## src/rtl/debug_step_controller.sv

```systemverilog
// rtl/debug_step_controller.sv - command sequencer driving debug_enable/single_step of the debug clock-gating unit
module debug_step_controller #(
    parameter int STEP_HI      = 2,
    parameter int STEP_LO      = 2,
    parameter int N_W          = 16,
    parameter bit START_HALTED = 1'b0
) (
    input  logic           sys_clk_ext,
    input  logic           reset,
    input  logic           cmd_valid,
    output logic           cmd_ready,
    input  logic [1:0]     cmd_op,
    input  logic [N_W-1:0] cmd_arg,
    input  logic           abort,
    input  logic [7:0]     clock_counter,
    output logic           debug_enable,
    output logic           single_step,
    output logic           halted,
    output logic           busy,
    output logic           done_pulse,
    output logic           aborted,
    output logic [N_W-1:0] steps_done
);

    localparam int REM_W  = (N_W > 9) ? N_W : 9;
    localparam int PH_MAX = (STEP_HI > STEP_LO) ? STEP_HI : STEP_LO;
    localparam int PH_W   = $clog2(PH_MAX);

    localparam logic [1:0] OP_HALT = 2'b00;
    localparam logic [1:0] OP_RUN  = 2'b01;

    typedef enum logic [1:0] {ST_RUN, ST_HALTED, ST_S_HI, ST_S_LO} state_t;

    state_t           state;
    logic [PH_W-1:0]  phase;
    logic [REM_W-1:0] remaining;
    logic             run_to;
    logic [7:0]       target;
    logic             abort_req;

    logic             start_zero;
    logic             hit;
    logic [REM_W-1:0] rem_next;
    logic             finish;
    logic [N_W-1:0]   steps_inc;

    // cmd_op[0] distinguishes RUN_TO from STEP once HALT/RUN are excluded
    assign start_zero = cmd_op[0] ? (clock_counter == cmd_arg[7:0]) : (cmd_arg == '0);
    assign hit        = run_to && (clock_counter == target);
    assign rem_next   = remaining - 1'b1;
    assign finish     = (rem_next == '0) || hit || abort_req || abort;
    assign steps_inc  = (steps_done == '1) ? steps_done : steps_done + 1'b1;

    always_ff @(posedge sys_clk_ext or posedge reset) begin
        if (reset) begin
            state        <= START_HALTED ? ST_HALTED : ST_RUN;
            debug_enable <= START_HALTED;
            halted       <= START_HALTED;
            cmd_ready    <= 1'b1;
            single_step  <= 1'b0;
            busy         <= 1'b0;
            done_pulse   <= 1'b0;
            aborted      <= 1'b0;
            steps_done   <= '0;
            phase        <= '0;
            remaining    <= '0;
            run_to       <= 1'b0;
            target       <= '0;
            abort_req    <= 1'b0;
        end else begin
            done_pulse <= 1'b0;
            case (state)
                ST_RUN, ST_HALTED: begin
                    if (cmd_valid) begin
                        aborted <= 1'b0;
                        if (cmd_op == OP_HALT) begin
                            state        <= ST_HALTED;
                            debug_enable <= 1'b1;
                            halted       <= 1'b1;
                        end else if (cmd_op == OP_RUN) begin
                            state        <= ST_RUN;
                            debug_enable <= 1'b0;
                            halted       <= 1'b0;
                        end else begin
                            steps_done   <= '0;
                            debug_enable <= 1'b1;
                            target       <= cmd_arg[7:0];
                            run_to       <= cmd_op[0];
                            abort_req    <= 1'b0;
                            phase        <= '0;
                            remaining    <= cmd_op[0] ? REM_W'(256) : REM_W'(cmd_arg);
                            if (start_zero) begin
                                state      <= ST_HALTED;
                                halted     <= 1'b1;
                                done_pulse <= 1'b1;
                            end else begin
                                state       <= ST_S_HI;
                                single_step <= 1'b1;
                                busy        <= 1'b1;
                                cmd_ready   <= 1'b0;
                                halted      <= 1'b0;
                            end
                        end
                    end
                end
                ST_S_HI: begin
                    abort_req <= abort_req | abort;
                    if (phase == PH_W'(STEP_HI - 1)) begin
                        state       <= ST_S_LO;
                        phase       <= '0;
                        single_step <= 1'b0;
                    end else begin
                        phase <= phase + 1'b1;
                    end
                end
                ST_S_LO: begin
                    abort_req <= abort_req | abort;
                    if (phase == PH_W'(STEP_LO - 1)) begin
                        phase      <= '0;
                        steps_done <= steps_inc;
                        remaining  <= rem_next;
                        if (finish) begin
                            state      <= ST_HALTED;
                            halted     <= 1'b1;
                            busy       <= 1'b0;
                            cmd_ready  <= 1'b1;
                            done_pulse <= 1'b1;
                            // a target match on the final capped step still counts as success
                            aborted    <= abort_req | abort | (run_to && !hit && (rem_next == '0));
                        end else begin
                            state       <= ST_S_HI;
                            single_step <= 1'b1;
                        end
                    end else begin
                        phase <= phase + 1'b1;
                    end
                end
                default: state <= ST_RUN;
            endcase
        end
    end

endmodule

```

## config.mk

```make
export PLATFORM = sky130hd
export DESIGN_NAME = debug_step_controller
export DESIGN_NICKNAME = d
export VERILOG_FILES = /design/src/rtl/debug_step_controller.sv
export SDC_FILE = /design/constraint.sdc
export NUM_CORES = 1
export LEC_CHECK = 0
export ABC_AREA = 1
export BUFFER_PORTS_ARGS = -buffer_cell sky130_fd_sc_hd__buf_2
export CAP_MARGIN = 40
export CORE_UTILIZATION = 52
export DETAILED_ROUTE_END_ITERATION = 16
export PLACE_DENSITY = 0.77
export SLEW_MARGIN = 20
export SYNTH_ARGS = -nofsm -noshare
export SYNTH_HDL_FRONTEND = slang
export SYNTH_SLANG_ARGS = --single-unit
```

## constraint.sdc

```tcl
create_clock -name sys_clk_ext -period 1.74 [get_ports sys_clk_ext]
set_input_delay 0.087 -clock sys_clk_ext [delete_from_list [all_inputs] [get_ports sys_clk_ext]]
set_output_delay 0.087 -clock sys_clk_ext [all_outputs]
set_load 0.005 [all_outputs]
```

==> results of run 1 <==
final timing paths:
check / startpoint / to / slack, ns / cells after the start
max in group asynchronous: reset / cmd_ready$_DFFE_PP1P_ / 0.90 / 4
hold / removal: cmd_arg[1] / target[1]$_DFFE_PP0P_ / 0.05 / 3
min in group asynchronous: reset / remaining[1]$_DFFE_PP0P_ / 0.26 / 3
setup / recovery: remaining[1]$_DFFE_PP0P_ / single_step$_DFFE_PP0P_ / -0.22 / 15
setup reg to reg: remaining[1]$_DFFE_PP0P_ / single_step$_DFFE_PP0P_ / -0.22 / 15
hold reg to reg: phase$_DFFE_PP0P_ / phase$_DFFE_PP0P_ / 0.48 / 2
cells by family after synthesis:
logic type                 after synthesis  share of synthesized area, %
DFF                                     52                         38.66
adders and majority gates                3                         1.114
and+or+nand+nor                        260                         34.64
buffers and inverters                   70                         8.540
xor gates and xnor gates                14                         3.639
AOI/OAI and AO/OA                       81                         13.41
cell type report:
type / instances / area, um2 / share of cell area, %
sequential: 52 / 1308 / 28.40
timing repair buffer: 118 / 862.1 / 18.73
tap: 75 / 93.84 / 2.039
clock inverter: 2 / 16.27 / 0.3534
multi-input combinational: 358 / 2013 / 43.73
inverter: 60 / 237.7 / 5.164
clock buffer: 6 / 72.57 / 1.577
synthesized netlist by cell type, types with 3 or more instances:
| cell | count |
|---|---|
| inv_1 | 51 |
| o21ai_0 | 35 |
| o31ai_1 | 3 |
| nand4_1 | 5 |
| nand2_1 | 126 |
| or2_2 | 4 |
| nand3_2 | 4 |
| nor3_1 | 10 |
| ha_1 | 3 |
| xor2_1 | 6 |
| nor2_1 | 54 |
| o21a_1 | 3 |
| inv_2 | 6 |
| xnor2_1 | 8 |
| a21oi_1 | 18 |
| nor4_1 | 4 |
| nor2_4 | 3 |
| nand2_2 | 7 |
| clkbuf_1 | 3 |
| nand3_1 | 31 |
| dfrtp_1 | 51 |
| a31oi_1 | 3 |
| o21ai_1 | 8 |
| buf_2 | 5 |
| nor2_2 | 9 |
stage by stage:
| step | TNS, ns | cell area, um2 | worst slack (ns) | hold WS, ns | util, % |
|---|---|---|---|---|---|
| floorplan | 0 | 3382 | 0.01740 | 0.2036 | - |
| global placement | -1.955 | 4038 | -0.1647 | 0.04693 | 66.24 |
| detailed placement | -2.652 | 4038 | -0.1977 | 0.04822 | 66.24 |
| CTS | -0.6687 | 4199 | -0.1261 | 0.04790 | 68.88 |
| global route | -2.252 | 4603 | -0.3060 | 0.06528 | 75.51 |
| finish | -1.129 | 4603 | -0.2238 | 0.04577 | 75.51 |
per-layer routing:
metal	GRT usage [%]	routed length, um	vias to the layer above
li1	-	-	1793
met1	36.74	4259	1750
met2	48.60	4976	186
met3	4.725	744	35
met4	9.655	289	0
met5	0	0	-
report_power, final:
part | total [mW] | switching [mW] | internal [mW]
combinational | 5.06 | 2.84 | 2.23
clock | 0.717 | 0.429 | 0.288
sequential | 2.07 | 0.398 | 1.67
total | 7.85 | 3.67 | 4.19
what timing repair did:
item	CTS	global route
gates resized for setup	12	68
hold buffers	1	0
setup endpoints to repair	31	37
buffers inserted	3	18
hold endpoints to repair	10	0
pin swaps	7	30
gates cloned	0	2
critical path: stages, from the launching register on:
cell	delay (ns)
dfrtp_1	0.42
inv_2	0.07
ha_4	0.18
nand2_1	0.10
nand3_2	0.10
inv_1	0.08
nand3_2	0.07
nor2_2	0.12
nand2_1	0.09
nor2_2	0.13
nand3_2	0.10
nand2_2	0.11
nand2_1	0.08
nand2_2	0.09
nand2_2	0.04
o21ai_1	0.09
registers in the layout, indices dropped and copies added (netlist names):
signal / count
remaining: 16
steps_done: 16
target: 8
state: 2
abort_req: 1
aborted: 1
busy: 1
cmd_ready: 1
debug_enable: 1
done_pulse: 1
halted: 1
phase: 1
run_to: 1
single_step: 1
==> run metrics, run 1 <==
initial antenna violation count=0; drt wl/cell=15.30 um; total power after layout=7.851 mW; detailed placement HPWL=6858 um; fillcell total=447; Top FF cell, synth=dfrtp_1; RD Place Congestion=0.9867; maximum VDD drop=950.9 uV; CTS buffer count=5; most common cell after layout, fill and taps aside=nand2_1; failing checks=negative setup slack; Seq cells post-synth=52; top cells by area, synth=dfrtp_1 38%, nand2_1 14%, nor2_1 6.0%; RSZ-0062 raised after global routing=yes; Clock Sinks=52; HP Class=input port to register; GR Overflow Total=0; pwr dens=1706 nW/um2; GRT Util Overall=28.54%; CTS root buf=clkbuf_8; DRC=0; ys async rst share=100.0%; Final ANT Viol Nets=0; Initial Utilization=55.28%; port buffer count=52; clock skew=0.006242 ns; critical path peak fanout=4; Via density=5.610; FMAX=509.2 MHz; max-cap check violation count=0; post-synthesis cell area=3369 um2; Final Hold Viols=0; Die X=82.50 um; final setup margin=-0.2238 ns; core footprint=6096 um2; DRT Wirelength=10270 um; vias in the first global route=3285; final setup vio count=8; Mapped Nets=513; Vias=3764; status=complete, but fails checks; Pre-Repair DR Iteration Count=5; share of cells above drive strength 1=36.58%; die area=6805 um2; # diodes=0; first-pass GRT wire length=14590 um; Worst Path Arrival=2.20 ns; EDFF count, synth=0; Final Non-Filler Cells=671; maximum clock insertion buffer count=2; Lkg Pwr=2.281 nW; DRT iter0 DRCs=263; Worst Tran Pin Value=0.4773 ns; commonest non-fill, non-tap cells in the layout=111 x nand2_1, 55 x buf_4, 52 x buf_2; # rows=28; final max-slew violation count=0; synthesis warning total=0; Synth top area share=37.88%; synthesized instance count=480; # IOs=53; worst skew pair latency=0.31 ns; post-route minimum period=1.964 ns; Clock transition at path regs=0.10 ns; Crit. End Element=register; Mean Syn Cell Area=7.020 um2; crit path launch type=register; CTS tree=yes; placed cell count=640; Die H=82.50 um; largest net degree at the start of global routing=43; Crit path required time=1.97 ns; Final Cycle Share=112.9%; WS Path Type=register to register; nets=628; Seq/Total Area, Yosys=38.66%; Yosys top cell by area=dfrtp_1; Slew headroom=67.89%; area grow syn2layout=36.61%; H-tree levels=2; Distinct cells, synth=39
(Power assumes the default switching activity.)
==> run 2, diff against run 1 <==
Settings changed: ABC_AREA 1 to default, CORE_UTILIZATION 52 to 51.
==> run 2 against run 1 <==
Cell count down 17%. Critical endpoint is now aborted$_DFFE_PP0P_. Register-to-register slack got worse by 0.62 ns. The run still ends with negative setup slack left. Die area shrank 6.9%. Synthesized cell count down 25%.
==> run metrics, run 2 <==
vias in the first global route=3103; Crit path required time=1.96 ns; WS Path Type=register to register; sw frac=43.67%; CTS tree=yes; reg2reg start=remaining[1]$_DFFE_PP0P_; Top Family by Delay on Critical Path=simple AND/OR/NAND/NOR gates; WHS Path Cells=3; Power Internal=3.633 mW; share of cells above drive strength 1=44.06%; Final Hold Viols=0; Worst R2R Path Depth=9; GRT Util Overall=32.17%; Via density=5.996; worst slack at placement=-0.7989 ns; final setup margin=-0.8465 ns; Worst Tran Pin Value=0.5057 ns; worst skew pair latency=0.32 ns; RD Place Congestion=0.9192; Final Cycle Share=148.6%; DRT iter0 DRCs=376; ys async rst share=100.0%; CP bufs+invs=1; GR Overflow Total=0; clock skew=0.007582 ns; Seq cells post-synth=52; worst path cell trace=inv_2 -> ha_4 -> or3b_4 -> or3_4 -> xnor2_4 -> a2111oi_4 -> a21oi_4 -> o21bai_2 -> mux2_4; critical path peak fanout=4; Clock transition at path regs=0.11 ns; Sw Pwr=2.816 mW; Crit Reg-Reg Endpoint=aborted$_DFFE_PP0P_; Final ANT Viol Nets=0; crit path launch type=register; Yosys top cell by area=dfrtp_1; largest net degree at the start of global routing=32; Top FF cell, synth=dfrtp_1; Crit. End Element=register; Die X=79.61 um; final max-slew violation count=0; most frequent cells after synthesis=54 x nand2_1, 51 x dfrtp_1, 45 x nor2_1; port buffer count=52; Slew headroom=66.24%; clock power share=12.0%; FMAX=386.6 MHz; most common cell after layout, fill and taps aside=buf_4; nets=520; Vias=3358; CTS buffer count=5; Worst Path Arrival=2.80 ns; Distinct cells, synth=54; Seq/Total Area, Yosys=42.40%; # diodes=0; EDFF count, synth=0; max-cap check violation count=0; r2r setup slk=-0.85 ns; crit-path max cell delay=0.46 ns; final setup vio count=30; Synth top area share=41.55%; Mean Syn Cell Area=8.580 um2; core footprint=5642 um2; commonest non-fill, non-tap cells in the layout=78 x buf_4, 52 x buf_2, 49 x dfrtp_1; Initial Utilization=54.45%; pwr dens=1445 nW/um2; area grow syn2layout=45.34%; Mapped Nets=391; DRT Wirelength=10230 um; Comb pwr share=56.2%; Hold Startpoint=abort; Die H=79.61 um; fillcell total=373; HP Class=input port to register; detailed placement HPWL=6701 um; setup_tns=-9.183 ns; CTS root buf=clkbuf_8; RSZ-0062 raised after global routing=yes; # rows=27; top cells by area, synth=dfrtp_1 42%, nand2_1 6.6%, a21oi_1 6.0%; most common cell in the netlist=nand2_1; post-synthesis cell area=3072 um2; synthesis warning total=0; initial antenna violation count=0; drt wl/cell=18.27 um; Hold Path End=abort_req$_DFFE_PP0P_; synthesized instance count=358; leading registers by flop count=remaining x16, steps_done x16, target x8; Clock Sinks=52; Pre-Repair DR Iteration Count=6; failing checks=negative setup slack; Lkg Pwr=2.087 nW; post-route minimum period=2.586 ns; status=complete, but fails checks; first-pass GRT wire length=15260 um; maximum clock insertion buffer count=2; maximum VDD drop=1190 uV; H-tree levels=2; DRC=0; Reg power frac=31.8%; die area=6337 um2; # IOs=53; Crit-path slowest cell=dfrtp_1
## run 2: changes by cell type after synthesis, sizes merged, moves of 20 or more
cell / previous run / this run
o21ai: 43 / 14
nand3: 35 / 7
nor2: 66 / 46
nand2: 134 / 54
inv: 58 / 9
a21oi: 18 / 38
## run 2: worst max-delay path by stage
stage / start / endpoint / slack (ns) / depth (start not counted)
CTS: remaining[1]$_DFFE_PP0P_ / aborted$_DFFE_PP0P_ / -0.79 / 9
global route: remaining[0]$_DFFE_PP0P_ / aborted$_DFFE_PP0P_ / -0.88 / 9
global placement: remaining[0]$_DFFE_PP0P_ / aborted$_DFFE_PP0P_ / -0.69 / 9
finish: remaining[1]$_DFFE_PP0P_ / aborted$_DFFE_PP0P_ / -0.85 / 9
detailed placement: remaining[1]$_DFFE_PP0P_ / aborted$_DFFE_PP0P_ / -0.80 / 9
floorplan: remaining[0]$_DFFE_PP0P_ / aborted$_DFFE_PP0P_ / -0.73 / 9
## run 2: per-layer routing
metal  vias to the layer above  GRT usage [%]  wire, um
li1                       1517              -         -
met1                      1608          41.35      4060
met2                       189          53.50      4982
met3                        44          5.486       802
met4                         0          13.09       384
met5                         -              0         0
## run 2: through the flow
stage	instance area [um2]	total power, mW	hold WS, ns	std cells	utilization, %
3_5_place_dp	4021	5.089	0.1415	539	71.28
3_3_place_gp	4021	4.976	0.1379	539	71.28
2_1_floorplan	3186	3.834	0.1924	358	-
5_1_grt	4464	6.795	0.03894	560	79.13
6_report	4464	6.449	0.02384	560	79.13
4_1_cts	4315	6.070	0.02984	556	76.49
## run 2: logic make-up (layout without fill, tap and decap cells)
group | after synthesis | in the layout | share of synthesized area (%)
AOI/OAI and AO/OA | 87 | 87 | 18.53
adders and majority gates | 3 | 3 | 1.222
xor gates and xnor gates | 33 | 33 | 9.409
and+or+nand+nor | 156 | 156 | 24.24
muxes | 2 | 2 | 0.8145
DFF | 52 | 52 | 42.40
buffers and inverters | 25 | 155 | 3.381
## run 2: worst register-to-register path, cell delays in order, from the launching register on
cell       delay, ns
dfrtp_1         0.46
inv_2           0.11
ha_4            0.14
or3b_4          0.40
or3_4           0.38
xnor2_4         0.15
a2111oi_4       0.29
a21oi_4         0.10
o21bai_2        0.15
mux2_4          0.31
## run 2: power groups by stage
stage	registers, mW	clock network, mW	logic, mW
3_3_place_gp	1.98	0	2.99
2_1_floorplan	2.02	0	1.81
5_1_grt	2.08	0.814	3.90
6_report	2.05	0.774	3.63
4_1_cts	2.00	0.761	3.31
3_5_place_dp	2.01	0	3.08
## run 2: cell type report
cell class                 count  area [um2]  share of cell area [%]
clock buffer                   5       68.82                   1.541
clock inverter                 3       27.53                  0.6166
inverter                       9       33.78                  0.7567
multi-input combinational    281        1996                   44.70
sequential                    52        1305                   29.23
tap                           72       90.09                   2.018
timing repair buffer         138       943.4                   21.13
## run 2: timing repair
item,in CTS,in global routing
gates cloned,0,0
pin swaps,18,26
buffers inserted,8,4
gates resized for setup,31,32
setup endpoints to repair,27,36
hold buffers,1,0
endpoints found under the hold margin,20,0
==> run 3, diff against run 2 <==
Settings changed: CORE_UTILIZATION 51 to 53, CTS_BUF_LIST from default to sky130_fd_sc_hd__clkbuf_2 sky130_fd_sc_hd__clkbuf_4 sky130_fd_sc_hd__clkbuf_8, PLACE_DENSITY 0.77 to 0.79, TNS_END_PERCENT from default to 20.
==> run 3 against run 2 <==
The flow still finishes with violations (negative setup slack). Sequential power about the same. Flip-flop and latch count is the same. Wire length fell by 8.5%. Sequential share of layout area is 1.2 points higher. Hold slack better by 0.050 ns. Design area down 4.1%. Largest power group unchanged.
==> run metrics, run 3 (synthesis results as in run 2) <==
Die X=78.13 um; final setup vio count=21; most common cell after layout, fill and taps aside=buf_4; CTS root buf=clkbuf_8; Initial Utilization=55.44%; # rows=27; maximum VDD drop=854.4 uV; commonest non-fill, non-tap cells in the layout=79 x buf_4, 52 x buf_2, 51 x nand2_1; Crit path depth=9; pwr dens=1440 nW/um2; # IOs=53; initial antenna violation count=0; Clock transition at path regs=0.10 ns; status=complete, but fails checks; GRT Util Overall=30.68%; DRT iter0 DRCs=348; placed cell count=543; Clock Sinks=52; vias in the first global route=3221; worst skew pair latency=0.31 ns; HP Class=input port to register; DRC=0; failing checks=negative setup slack; first-pass GRT wire length=14720 um; drt wl/cell=16.80 um; area grow syn2layout=39.39%; die area=6104 um2; Crit. End Element=register; CP bufs+invs=1; detailed placement HPWL=6524 um; port buffer count=52; RSZ-0062 raised after global routing=yes; critical path peak fanout=3; clock skew=0.01131 ns; total power after layout=6.167 mW; nets=517; setup_tns=-7.191 ns; max-cap check violation count=0; Crit Reg-Reg Endpoint=aborted$_DFFE_PP0P_; Die H=78.13 um; footprint of the multi-input gates=1854 um2; Pre-Repair DR Iteration Count=5; CTS buffer count=5; Worst Setup SP=remaining[1]$_DFFE_PP0P_; post-route minimum period=2.598 ns; fin util=77.28%; Crit path required time=1.94 ns; RD Place Congestion=0.9038; Lkg Pwr=2.003 nW; WS Path Type=register to register; crit-path max cell delay=0.45 ns; leading registers by flop count=remaining x16, steps_done x16, target x8; WHS=0.07410 ns; Crit-path slowest cell=a2111oi_4; Placed Area=3958 um2; final max-slew violation count=0; Final Cycle Share=149.3%; Worst Tran Pin Value=0.5159 ns; fillcell total=356; final instance area=4282 um2; r2r setup slk=-0.86 ns; final setup margin=-0.8582 ns; Worst Setup EP=aborted$_DFFE_PP0P_; worst slack at placement=-0.8167 ns; H-tree levels=2; largest net degree at the start of global routing=32; share of cells above drive strength 1=38.97%; Final Hold Viols=0; CTS tree=yes; GR Overflow Total=0; reg2reg start=remaining[1]$_DFFE_PP0P_; Vias=3273; # diodes=0; core footprint=5540 um2; Final ANT Viol Nets=0; register area=1304 um2; crit path launch type=register; Worst R2R Path Depth=9; Top Family by Delay on Critical Path=compound AO/OA/AOI/OAI gates; Final Non-Filler Cells=557; Via density=5.876; Worst Path Arrival=2.80 ns; FMAX=384.9 MHz; worst path cell trace=inv_2 -> ha_4 -> or3b_4 -> nor4b_4 -> o211ai_1 -> a2111oi_4 -> a21oi_4 -> o21bai_2 -> mux2_4; DRT Wirelength=9355 um; Slew headroom=65.29%; maximum clock insertion buffer count=2
run 3: cell count changes in the layout (fill, tap and decap cells not counted), moves of 4 or more:
cell     delta
a21oi_1     +5
a21oi_2     -4
buf_6       -4
nand2_1     +4
run 3: worst min path at each step:
stage | start | to | slack (ns) | depth (start not counted)
floorplan | cmd_arg[0] | target[0]$_DFFE_PP0P_ | 0.19 | 2
global placement | reset | steps_done[6]$_DFFE_PP0P_ | 0.13 | 2
detailed placement | reset | steps_done[4]$_DFFE_PP0P_ | 0.14 | 2
CTS | abort | abort_req$_DFFE_PP0P_ | 0.06 | 3
global route | abort | abort_req$_DFFE_PP0P_ | 0.07 | 3
finish | abort | abort_req$_DFFE_PP0P_ | 0.07 | 3
run 3: area by class of cell:
cell class,instances,area share (%)
Multi-Input combinational cell,281,43.31
Inverter,9,0.7890
Tap cell,72,2.104
Clock inverter,2,0.4091
Clock buffer,6,1.783
Timing Repair Buffer,135,21.16
Sequential cell,52,30.45
run 3: report_power, final:
group	switching (mW)	internal (mW)
Sequential	0.370	1.65
Clock	0.436	0.312
Combinational	1.77	1.63
run 3: tightest hold or removal path: stages:
cell,delay [ns]
buf_2,0.10
nor2_1,0.06
nor2_1,0.10
run 3: timing repair:
item	4_1_cts	5_1_grt
hold buffers	1	0
resized for setup	25	18
endpoints found under the setup margin	29	33
pin swaps	3	15
endpoints found under the hold margin	20	0
buffers inserted	3	3
run 3: per-layer routing:
metal  global-route usage (%)  vias to the layer above  routed length [um]
li1                         -                     1515                   -
met1                    39.02                     1552                3719
met2                    52.02                      174                4758
met3                    5.814                       32                 668
met4                    11.11                        0                 208
met5                        0                        -                   0
